--- config.mk ---
export PLATFORM = sky130hd
export DESIGN_NAME = spi_controller
export DESIGN_NICKNAME = d
export VERILOG_FILES = /design/src/rtl/spi_pkg.sv /design/src/rtl/spi_clk_div.sv /design/src/rtl/spi_controller.sv
export SDC_FILE = /design/constraint.sdc
export NUM_CORES = 1
export LEC_CHECK = 0
export BUFFER_PORTS_ARGS = -buffer_cell sky130_fd_sc_hd__buf_2
export CAP_MARGIN = 30
export CORE_MARGIN = 2
export CORE_UTILIZATION = 25
export DETAILED_ROUTE_END_ITERATION = 6
export GPL_TIMING_DRIVEN = 0
export PLACE_DENSITY = 0.44
export SLEW_MARGIN = 20
export SYNTH_ARGS = -nofsm -noshare
export SYNTH_HDL_FRONTEND = slang
export SYNTH_SLANG_ARGS = --single-unit
--- constraint.sdc ---
create_clock -name clk -period 2.2 [get_ports clk]
set_clock_uncertainty 0.1 [all_clocks]
set_input_delay 0.44 -clock clk [delete_from_list [all_inputs] [get_ports clk]]
set_output_delay 0.44 -clock clk [all_outputs]
set_load 0.02 [all_outputs]
--- src/rtl/spi_pkg.sv ---
// Shared definitions for the SPI controller: FSM state encoding, register map,
// STATUS/CTRL bit positions and the reset value of the clock divider.
package spi_pkg;

    typedef enum logic [1:0] {
        StIdle,
        StSclkLo,
        StSclkHi
    } spi_state_e;

    // Register addresses (addr 3 is reserved)
    localparam logic [1:0] AddrData   = 2'd0;
    localparam logic [1:0] AddrStatus = 2'd1;
    localparam logic [1:0] AddrDiv    = 2'd2;

    // STATUS/CTRL bit positions
    localparam int unsigned StatusBusy = 0;
    localparam int unsigned StatusDone = 1;
    localparam int unsigned StatusColl = 2;
    localparam int unsigned StatusIe   = 6;
    localparam int unsigned StatusCsN  = 7;

    localparam logic [7:0] DivReset = 8'h02;

endpackage

--- src/rtl/spi_clk_div.sv ---
// Half-period counter for the SPI engine.
// Ports:
//   clk, reset : bus clock, synchronous active-high reset
//   run        : engine is mid-transfer; while low the counter preloads div
//   div        : half-period length minus one
//   tick       : high for the last cycle of each half-period
module spi_clk_div
    import spi_pkg::*;
(
    input  logic       clk,
    input  logic       reset,
    input  logic       run,
    input  logic [7:0] div,
    output logic       tick
);

    logic [7:0] cnt_q, cnt_d;

    // Preloading while idle means the first half-period starts at DIV the
    // moment the engine leaves IDLE. Reloads read div live, so a DIV write
    // during a transfer lands at the next half-period boundary.
    always_comb begin
        cnt_d = cnt_q - 8'd1;
        if (!run || cnt_q == 8'd0) begin
            cnt_d = div;
        end
    end

    always_ff @(posedge clk) begin
        if (reset) begin
            cnt_q <= DivReset;
        end else begin
            cnt_q <= cnt_d;
        end
    end

    assign tick = run && (cnt_q == 8'd0);

endmodule

--- src/rtl/spi_controller.sv ---
// CPU-bus SPI master (mode 0) with DATA, STATUS/CTRL and DIV registers.
// Ports:
//   clk, reset         : bus clock, synchronous active-high reset
//   cs, rwb, addr      : register access strobe, 1 = read, register select
//   i_data, o_data     : write data in, combinational read data out
//   irqb               : active-low interrupt, ~(done & ie)
//   spi_sclk, spi_mosi : SPI clock and serial data out
//   spi_miso           : serial data in
//   spi_cs_n           : slave select, software controlled via CTRL[7]
module spi_controller
    import spi_pkg::*;
(
    input  logic       clk,
    input  logic       reset,
    input  logic [7:0] i_data,
    output logic [7:0] o_data,
    input  logic       cs,
    input  logic       rwb,
    input  logic [1:0] addr,
    output logic       irqb,
    output logic       spi_sclk,
    output logic       spi_mosi,
    input  logic       spi_miso,
    output logic       spi_cs_n
);

    spi_state_e state_q, state_d;

    logic [7:0] tx_q;
    logic [7:0] rx_sh_q;
    logic [7:0] rx_data_q;
    logic [7:0] div_q;
    logic [2:0] bit_cnt_q;
    logic       done_q;
    logic       coll_q;
    logic       ie_q;
    logic       cs_n_q;

    logic busy;
    logic tick;
    logic wr_data, wr_ctrl, wr_div;
    logic rd_data, rd_status;
    logic start, rise, fall, last_fall;

    // Bus decode
    assign wr_data   = cs && !rwb && (addr == AddrData);
    assign wr_ctrl   = cs && !rwb && (addr == AddrStatus);
    assign wr_div    = cs && !rwb && (addr == AddrDiv);
    assign rd_data   = cs &&  rwb && (addr == AddrData);
    assign rd_status = cs &&  rwb && (addr == AddrStatus);

    assign start     = wr_data && (state_q == StIdle);
    assign rise      = tick && (state_q == StSclkLo);
    assign fall      = tick && (state_q == StSclkHi);
    assign last_fall = fall && (bit_cnt_q == 3'd7);

    spi_clk_div u_clk_div (
        .clk   (clk),
        .reset (reset),
        .run   (busy),
        .div   (div_q),
        .tick  (tick)
    );

    // FSM: state register
    always_ff @(posedge clk) begin
        if (reset) begin
            state_q <= StIdle;
        end else begin
            state_q <= state_d;
        end
    end

    // FSM: next state
    always_comb begin
        state_d = state_q;
        case (state_q)
            StIdle:   if (start) state_d = StSclkLo;
            StSclkLo: if (tick)  state_d = StSclkHi;
            StSclkHi: if (tick)  state_d = last_fall ? StIdle : StSclkLo;
            default:             state_d = StIdle;
        endcase
    end

    // FSM: outputs. SCLK is decoded from state so reset forces it low at once.
    always_comb begin
        busy     = (state_q != StIdle);
        spi_sclk = (state_q == StSclkHi);
    end

    // Datapath and register file
    always_ff @(posedge clk) begin
        if (reset) begin
            tx_q      <= 8'h00;
            rx_sh_q   <= 8'h00;
            rx_data_q <= 8'h00;
            div_q     <= DivReset;
            bit_cnt_q <= 3'd0;
            done_q    <= 1'b0;
            coll_q    <= 1'b0;
            ie_q      <= 1'b0;
            cs_n_q    <= 1'b1;
        end else begin
            if (start) begin
                tx_q      <= i_data;
                bit_cnt_q <= 3'd0;
            end
            if (rise) begin
                rx_sh_q <= {rx_sh_q[6:0], spi_miso};
            end
            if (fall) begin
                bit_cnt_q <= bit_cnt_q + 3'd1;
                // The final falling edge leaves tx_q alone so MOSI keeps the last bit
                if (!last_fall) begin
                    tx_q <= {tx_q[6:0], 1'b0};
                end
            end
            if (last_fall) begin
                rx_data_q <= rx_sh_q;
            end

            // done: completion beats a coincident DATA read
            if (start) begin
                done_q <= 1'b0;
            end else if (last_fall) begin
                done_q <= 1'b1;
            end else if (rd_data) begin
                done_q <= 1'b0;
            end

            if (wr_data && busy) begin
                coll_q <= 1'b1;
            end else if (rd_status) begin
                coll_q <= 1'b0;
            end

            if (wr_ctrl) begin
                ie_q   <= i_data[StatusIe];
                cs_n_q <= i_data[StatusCsN];
            end
            if (wr_div) begin
                div_q <= i_data;
            end
        end
    end

    assign spi_mosi = tx_q[7];
    assign spi_cs_n = cs_n_q;
    assign irqb     = ~(done_q & ie_q);

    // Read mux, combinational from addr
    always_comb begin
        o_data = 8'h00;
        case (addr)
            AddrData:   o_data = rx_data_q;
            AddrStatus: begin
                o_data[StatusBusy] = busy;
                o_data[StatusDone] = done_q;
                o_data[StatusColl] = coll_q;
                o_data[StatusIe]   = ie_q;
                o_data[StatusCsN]  = cs_n_q;
            end
            AddrDiv:    o_data = div_q;
            default:    o_data = 8'h00;
        endcase
    end

endmodule
==> results.sh, run 1 <==
export IMPL_cts_resized=0
export IMPL_path_cells="nor2b_1 -> clkbuf_1 -> buf_2"
export IMPL_worstPathArrival_ns=1.40
export IMPL_yosys_register_bits=49
export IMPL_gp_congestion=0.738
export IMPL_tritoncts="yes"
export IMPL_fp_dieW_um=99.9
export IMPL_drv_cap=0
export IMPL_place_hpwl_um=4150
export IMPL_drive_gt1_frac=0.211
export IMPL_drc=0
export IMPL_max_stage_delay_ns=0.36
export IMPL_antenna_cells=0
export IMPL_cts_buffers=5
export IMPL_syn_inst=248
export IMPL_period_needed_ns=1.94
export IMPL_track_usage=0.118
export IMPL_cp_end_kind="primary output"
export IMPL_crit_type="register to primary output"
export IMPL_cts_sinks=49
export IMPL_die_area_mm2=0.00998
export IMPL_vdd_ir_drop_max_uv=282
export IMPL_multiInputGateArea_mm2=0.00124
export IMPL_post_drt_wl_per_cell_um=14.2
export IMPL_min_path_type="input port to register"
export IMPL_max_slew_margin=0.453
export IMPL_std_cell_rows=34
export IMPL_post_place_ws_ns=-0.0545
export IMPL_ys_types=34
export IMPL_fin_cells=388
export IMPL_hold_viol=0
export IMPL_worstHoldPathCells=3
export IMPL_placedCellCount=381
export IMPL_io_buffers=25
export IMPL_synth_area_mm2=0.00230
export IMPL_root_buffer="clkbuf_8"
export IMPL_layout_nets=299
export IMPL_timing_hold_ws_ns=0.268
export IMPL_gr_total_overflow=0
export IMPL_ios=27
export IMPL_final_common_cell="dfxtp_1"
export IMPL_cp_slowest_cell="dfxtp_1"
export IMPL_rr_worst_depth=7
export IMPL_initialDrtViolationCount=101
export IMPL_synth_main_ff_cell="dfxtp_1"
export IMPL_slew_viol_final=0
export IMPL_die_h_um=99.9
export IMPL_worst_slack_ns=0.256
export IMPL_grt_pass1_vias=1783
export IMPL_ctsHoldBuffers=0
export IMPL_antenna_left=0
export IMPL_cts_htree_levels=2
export IMPL_clk_path_buf_depth=2
export IMPL_pwr_density_cell_mw_per_mm2=605
export IMPL_avgSynthCellArea_um2=9.27
export IMPL_grt_pass1_wl_um=9150
export IMPL_synth_nets=267
export IMPL_final_cell_mix="dfxtp_1, nor2_1, nand2_1"
export IMPL_status="completed"
export IMPL_start_util=0.261
export IMPL_worst_pin_slew_ns=0.821
export IMPL_yosysWarningCount=0
export IMPL_postCtsSetupBuffers=0
export IMPL_period_share=0.884
export IMPL_power_leakage_nw=1.15
export IMPL_vias=1803
export IMPL_required_ns=1.66
export IMPL_cp_start_kind="register"
export IMPL_insertion_delay_ns=0.30
export IMPL_core_area_mm2=0.00881
export IMPL_antenna_found_initial=0
export IMPL_setup_viol=0
export IMPL_async_flop_share=0
export IMPL_yosysSeqAreaShare=0.427
export IMPL_grt_max_degree=14
export IMPL_vias_per_cell=4.65
export IMPL_synth_edf_count=0
export IMPL_rsz0062_at_grt="false"
export IMPL_routed_wl_um=5500
export IMPL_path_clk_slew_ns=0.09
export IMPL_timing_fmax_ghz=0.514
export IMPL_critical_path_max_fanout=7
export IMPL_areaGrowthSynthToFinish_pct=15.4
export IMPL_fill_cells=931
export IMPL_ff_latch_area_um2=981
export IMPL_drtPass1Iterations=4
-- area by class of cell --
cell class,count,share of cell area
sequential,49,0.370
tap,108,0.0509
multi-input combinational,181,0.467
inverter,3,0.00425
timing repair buffer,25,0.0472
clock buffer,7,0.0325
buffer,15,0.0278
-- power by group --
part	internal (mW)	switching, mW	total, mW	leakage, nW
clock network	0.250	0.294	0.544	0.0443
registers	0.900	0.0141	0.914	0.396
logic	0.0541	0.0918	0.146	0.715
total	1.20	0.400	1.60	1.15
-- registers in the layout, summed over array words and instances (netlist names) --
register and cells:
spi_cs_n 1, rx_data_q 8, done_q 1, coll_q 1, div_q 8, u_clk_div.cnt_q 8, state_q 2, rx_sh_q 8
ie_q 1, tx_q 8, bit_cnt_q 3
-- kinds of logic (layout without fill, tap and decap cells) --
logic type	after synthesis	after routing	share of synthesized area
flops	49	49	0.427
buf+inv	18	50	0.0365
simple gates	100	100	0.213
mux	32	32	0.139
xor+xnor	6	6	0.0229
fa+ha+maj	4	4	0.0218
compound gates	39	39	0.140
-- synthesized netlist by cell type, types with 2 or more instances --
cell type   n  area (µm²)
a211oi_2   14         175
a21oi_1    12        60.1
buf_2       4        20.0
clkbuf_1    8        30.0
dfxtp_1    49         981
ha_1        4        50.1
inv_1       3        11.3
mux2i_1    32         320
nand2_1    33         124
nand3_1     6        30.0
nand3b_1    3        22.5
nand4_1     3        18.8
nor2_1     40         150
nor2b_1     4        25.0
nor3_1      3        15.0
o21ai_0     8        40.0
xnor2_1     2        17.5
xor2_1      4        35.0
-- metal layers --
layer / part of all wire / track usage
met1: 0.50 / 0.161
met5: 0 / 0
met4: 0.012 / 0.0379
met3: 0.026 / 0.0237
met2: 0.46 / 0.187
-- per-stage QoR --
stage | area [µm²] | setup TNS [ns] | utilization | total power, mW
4_1_cts | 2650 | 0 | 0.300 | 1.63
5_1_grt | 2650 | 0 | 0.301 | 1.68
3_3_place_gp | 2560 | -0.184 | 0.291 | 1.08
2_1_floorplan | 2300 | 0 | - | 1.03
6_report | 2650 | 0 | 0.301 | 1.60
3_5_place_dp | 2560 | -0.241 | 0.291 | 1.08
-- critical path, delay by kind of cell (launching register included) --
kind                   cells  cell delay [ns]
DFF                        1             0.36
and+or+nand+nor            1             0.13
buffers and inverters      2             0.61
-- path summary, 6_finish.rpt --
check	startpoint	to	slack, ns
max	state_q[1]$_SDFFE_PP0P_	spi_sclk	0.26
min reg2reg	coll_q$_SDFFE_PP0P_	coll_q$_SDFFE_PP0P_	0.38
min	spi_miso	rx_sh_q[0]$_SDFFE_PP0P_	0.27
max reg2reg	u_clk_div.cnt_q[0]$_SDFF_PP0_	rx_data_q[7]$_SDFFE_PP0P_	0.26
No activity file was read; power rests on OpenSTA's default activity.
==> inputs of run 2 (changes only) <==
Settings changed: ABC_AREA set to 1.
==> run 2 against run 1 <==
  * Setup slack worse by 0.049 ns
  * Non-clock buffer count shrank 6
  * Largest cell class unchanged
  * Critical path depth increased by 2
  * Critical endpoint is now o_data[2]
  * Register-to-register slack gained 0.20 ns
  * Die area increased by 0.31%
  * Sequential share of layout area decreased by 0.33 points
  * Area after synthesis up 0.33%
  * Synthesized cell count increased by 33%
==> results.sh, run 2 <==
export IMPL_slew_viol_final=0
export IMPL_p_int_mw=1.24
export IMPL_routed_wl_um=6010
export IMPL_drc=0
export IMPL_drive_gt1_frac=0.149
export IMPL_insertion_delay_ns=0.30
export IMPL_worstPathArrival_ns=1.45
export IMPL_ctsHoldBuffers=0
export IMPL_avgSynthCellArea_um2=7.01
export IMPL_ios=27
export IMPL_power_leakage_nw=1.26
export IMPL_worst_slack_ns=0.207
export IMPL_rsz0062_at_grt="false"
export IMPL_pwr_density_cell_mw_per_mm2=625
export IMPL_worst_pin_slew_ns=0.525
export IMPL_status="completed"
export IMPL_die_area_mm2=0.0100
export IMPL_die_h_um=100
export IMPL_timing_fmax_ghz=0.502
export IMPL_synth_area_mm2=0.00231
export IMPL_gp_congestion=0.778
export IMPL_async_flop_share=0
export IMPL_post_drt_wl_per_cell_um=12.7
export IMPL_p_sw_uw=432
export IMPL_vias_per_cell=4.30
export IMPL_final_common_cell="nand2_1"
export IMPL_pwr_share_seq=0.548
export IMPL_fill_cells=1056
export IMPL_vias=2036
export IMPL_grt_max_degree=15
export IMPL_synth_nets=348
export IMPL_crit_type="input port to primary output"
export IMPL_min_delay_start="i_data[7]"
export IMPL_final_cell_mix="nand2_1, nor2_1, dfxtp_1"
export IMPL_initialDrtViolationCount=79
export IMPL_root_buffer="clkbuf_8"
export IMPL_period_share=0.906
export IMPL_critical_path_max_fanout=9
export IMPL_synth_top_area_cell="dfxtp_1"
export IMPL_ys_types=23
export IMPL_yosysSeqAreaShare=0.425
export IMPL_min_path_type="input port to register"
export IMPL_gr_total_overflow=0
export IMPL_drtPass1Iterations=4
export IMPL_finalSetupTns_ns=0
export IMPL_grt_pass1_wl_um=9910
export IMPL_cts_htree_levels=2
export IMPL_timing_rr_start="u_clk_div.cnt_q[0]$_SDFF_PP0_"
export IMPL_cts_sinks=49
export IMPL_antenna_cells=0
export IMPL_tritoncts="yes"
export IMPL_cp_start_kind="input port"
export IMPL_synth_area_top_cells="dfxtp_1, nand2_1, nor2_1"
export IMPL_timing_hold_ws_ns=0.282
export IMPL_setup_viol=0
export IMPL_period_needed_ns=1.99
export IMPL_cts_resized=0
export IMPL_grt_pass1_vias=1925
export IMPL_hold_viol=0
export IMPL_path_clk_slew_ns=0.10
export IMPL_antenna_left=0
export IMPL_postCtsSetupBuffers=0
export IMPL_synth_edf_count=0
export IMPL_clk_path_buf_depth=2
export IMPL_p_clk_frac=0.358
export IMPL_std_cell_rows=35
export IMPL_synth_top_cell_area_share=0.425
export IMPL_power_switching_share=0.258
export IMPL_fp_dieW_um=100
export IMPL_layout_nets=381
export IMPL_cts_buffers=5
export IMPL_antenna_found_initial=0
export IMPL_core_area_mm2=0.00911
export IMPL_max_slew_margin=0.650
export IMPL_yosysMostFrequentCell="nand2_1"
export IMPL_start_util=0.253
export IMPL_areaGrowthSynthToFinish_pct=16.1
export IMPL_syn_inst=329
export IMPL_place_hpwl_um=4480
export IMPL_post_place_ws_ns=0.185
export IMPL_synth_main_ff_cell="dfxtp_1"
export IMPL_required_ns=1.66
export IMPL_io_buffers=26
export IMPL_track_usage=0.128
export IMPL_drv_cap=0
export IMPL_yosysWarningCount=0
export IMPL_vdd_ir_drop_max_uv=199
export IMPL_yosys_register_bits=49
export IMPL_cp_end_kind="primary output"
export IMPL_synth_common_cells="nand2_1, nor2_1, dfxtp_1"
export IMPL_power_frac_comb=0.094
export IMPL_crit_start="addr[1]"
## run 2: changes by cell type after synthesis, sizes merged, moves of 4 or more
cell	change
mux2i	-32
a21oi	+6
a211oi	-14
nand3	+14
o21ai	+19
clkbuf	-5
nor2	+35
nor2b	-4
nand2	+52
inv	+29
## run 2: cells by family (layout without fill, tap and decap cells)
group	after synthesis	count (layout)	share of synthesized area
xor gates and xnor gates	4	4	0.0152
DFF	49	49	0.425
and+or+nand+nor	181	181	0.343
buffers and inverters	40	74	0.0770
AOI/OAI and AO/OA	51	51	0.117
adders and majority gates	4	4	0.0217
## run 2: layout make-up
class | instances | area [µm²] | area share
inverters | 32 | 120 | 0.0449
repair buffers | 26 | 130 | 0.0486
well taps | 111 | 139 | 0.0519
plain buffers | 8 | 57.6 | 0.0215
flip-flops and latches | 49 | 981 | 0.367
clock inverters | 1 | 5.00 | 0.00187
clock buffers | 7 | 96.3 | 0.0360
multi-input cells | 240 | 1150 | 0.429
## run 2: layer usage
layer  part of all wire  wire length (µm)  global-route usage  up-vias
met5                  0                 0                   0        -
met2               0.44              2650               0.193       22
li1                   -                 -                   -     1102
met4             0.0092                55              0.0443        0
met3              0.019               114              0.0251        2
met1               0.53              3190               0.184      910
## run 2: critical path: stages
cell and delay (ns):
buf_2 0.11, nor2_1 0.22, inv_1 0.21, o221ai_1 0.26, buf_2 0.22
## run 2: power groups by stage
| stage | clock (mW) | combinational [mW] | sequential [mW] |
|---|---|---|---|
| after floorplan | 0 | 0.103 | 0.935 |
| after global placement | 0 | 0.158 | 0.938 |
| after detailed placement | 0 | 0.158 | 0.938 |
| after CTS | 0.623 | 0.158 | 0.917 |
| after global routing | 0.657 | 0.179 | 0.919 |
| final | 0.599 | 0.157 | 0.917 |
## run 2: worst paths after layout
kind,endpoint,slack [ns],cells after the start
setup / recovery,o_data[2],0.21,5
hold / removal,spi_cs_n$_SDFFE_PP1P_,0.28,3
setup reg to reg,rx_data_q[0]$_SDFFE_PP0P_,0.46,8
hold reg to reg,bit_cnt_q[0]$_SDFFE_PP0P_,0.37,1
## run 2: per-stage QoR
step	power, mW	instance area [µm²]	instances	utilization
after detailed placement	1.10	2570	466	0.283
after CTS	1.70	2680	474	0.294
after global placement	1.10	2570	466	0.283
after global routing	1.75	2680	474	0.294
after floorplan	1.04	2310	329	-
final	1.67	2680	474	0.294
==> inputs of run 3 (changes only) <==
Settings changed: BUFFER_PORTS_ARGS -buffer_cell sky130_fd_sc_hd__buf_2 to unset, DONT_BUFFER_PORTS set to 1, PLACE_DENSITY 0.44 to 0.41.
==> run 3 against run 2 <==
  * Cell count is 5.5% lower
  * Global-route usage grew 0.39 points
  * Routed wire length rose by 3.6%
  * Sequential share of layout area increased by 1.6 points
  * Critical path type unchanged
  * Critical endpoint is now o_data[5]
==> results.sh, run 3 (synthesis results as in run 2) <==
export IMPL_std_cell_rows=35
export IMPL_vias_per_cell=4.42
export IMPL_cts_sinks=49
export IMPL_routed_wl_um=6230
export IMPL_reg2reg_slack_ns=0.57
export IMPL_grt_pass1_wl_um=10200
export IMPL_period_needed_ns=1.98
export IMPL_cp_end_kind="primary output"
export IMPL_worstHoldPathCells=1
export IMPL_grt_pass1_vias=1929
export IMPL_core_area_mm2=0.00911
export IMPL_cts_buffers=5
export IMPL_critical_path_max_fanout=9
export IMPL_vias=1981
export IMPL_placedCellCount=440
export IMPL_path_clk_slew_ns=0.09
export IMPL_vdd_ir_drop_max_uv=234
export IMPL_min_delay_start="reset"
export IMPL_holdPathEnd="state_q[1]$_SDFFE_PP0P_"
export IMPL_r2r_end="rx_sh_q[3]$_SDFFE_PP0P_"
export IMPL_pwr_density_cell_mw_per_mm2=676
export IMPL_gp_congestion=0.777
export IMPL_antenna_found_initial=0
export IMPL_die_h_um=100
export IMPL_rr_worst_depth=7
export IMPL_layout_nets=355
export IMPL_finalSetupTns_ns=0
export IMPL_rsz0062_at_grt="false"
export IMPL_ios=27
export IMPL_hold_viol=0
export IMPL_areaGrowthSynthToFinish_pct=11.1
export IMPL_postCtsSetupBuffers=0
export IMPL_ctsHoldBuffers=0
export IMPL_start_util=0.253
export IMPL_cts_htree_levels=2
export IMPL_clk_path_buf_depth=2
export IMPL_antenna_cells=0
export IMPL_grt_max_degree=15
export IMPL_die_area_mm2=0.0100
export IMPL_tritoncts="yes"
export IMPL_setup_viol=0
export IMPL_drtPass1Iterations=4
export IMPL_antenna_left=0
export IMPL_root_buffer="clkbuf_8"
export IMPL_fin_cells=448
export IMPL_io_buffers=0
export IMPL_worstPathArrival_ns=1.44
export IMPL_drv_cap=0
export IMPL_timing_rr_start="u_clk_div.cnt_q[0]$_SDFF_PP0_"
export IMPL_power_leakage_nw=1.15
export IMPL_crit_type="input port to primary output"
export IMPL_insertion_delay_ns=0.30
export IMPL_min_path_type="input port to register"
export IMPL_fill_cells=1038
export IMPL_final_cell_mix="nand2_1, nor2_1, dfxtp_1"
export IMPL_initialDrtViolationCount=67
export IMPL_worst_pin_slew_ns=0.685
export IMPL_timing_fmax_ghz=0.505
export IMPL_place_hpwl_um=4740
export IMPL_drc=0
export IMPL_gr_total_overflow=0
export IMPL_post_drt_wl_per_cell_um=13.9
export IMPL_period_share=0.900
export IMPL_track_usage=0.132
export IMPL_fp_dieW_um=100
export IMPL_required_ns=1.66
export IMPL_final_common_cell="nand2_1"
export IMPL_cts_resized=0
export IMPL_cp_start_kind="input port"
export IMPL_max_slew_margin=0.538
export IMPL_crit_start="addr[1]"
export IMPL_slew_viol_final=0
export IMPL_status="completed"
export IMPL_drive_gt1_frac=0.0801
[run 3: per-layer routing]
| metal | vias to the layer above | wire length [µm] | track usage |
|---|---|---|---|
| li1 | 1050 | - | - |
| met1 | 894 | 2880 | 0.163 |
| met2 | 32 | 2940 | 0.228 |
| met3 | 5 | 339 | 0.0376 |
| met4 | 0 | 65 | 0.0348 |
| met5 | - | 0 | 0 |
[run 3: where the power goes]
group	switching (mW)	total (mW)	internal, mW	leakage, nW
Combinational	0.0912	0.131	0.0398	0.699
Sequential	0.0151	0.918	0.903	0.396
Clock	0.312	0.683	0.371	0.0585
[run 3: layout make-up]
type	count	area, µm²	area share
inverters	32	120	0.0469
clock buffers	7	86.3	0.0337
flip-flops and latches	49	981	0.383
multi-input cells	240	1150	0.448
well taps	111	139	0.0542
clock inverters	1	30.0	0.0117
plain buffers	8	57.6	0.0225
[run 3: worst max-delay path by stage]
| stage | endpoint | slack, ns |
|---|---|---|
| 6_report | o_data[5] | 0.22 |
| 5_1_grt | o_data[5] | 0.11 |
| 4_1_cts | o_data[5] | 0.18 |
| 3_5_place_dp | o_data[5] | 0.19 |
| 3_3_place_gp | o_data[5] | 0.18 |
| 2_1_floorplan | o_data[3] | 0.40 |
[run 3: through the flow]
| step | area (µm²) | hold WS, ns | power [mW] | utilization | setup slack [ns] |
|---|---|---|---|---|---|
| 3_3_place_gp | 2440 | 0.351 | 1.07 | 0.268 | 0.183 |
| 6_report | 2560 | 0.0878 | 1.73 | 0.281 | 0.220 |
| 5_1_grt | 2560 | 0.0694 | 1.81 | 0.281 | 0.114 |
| 4_1_cts | 2560 | 0.0832 | 1.76 | 0.281 | 0.178 |
| 3_5_place_dp | 2440 | 0.355 | 1.07 | 0.268 | 0.186 |
| 2_1_floorplan | 2310 | 0.331 | 1.04 | - | 0.405 |
[run 3: worst max-delay path, stage by stage]
cell     delay [ns]
nor2_1         0.20
inv_1          0.20
o21ai_0        0.59
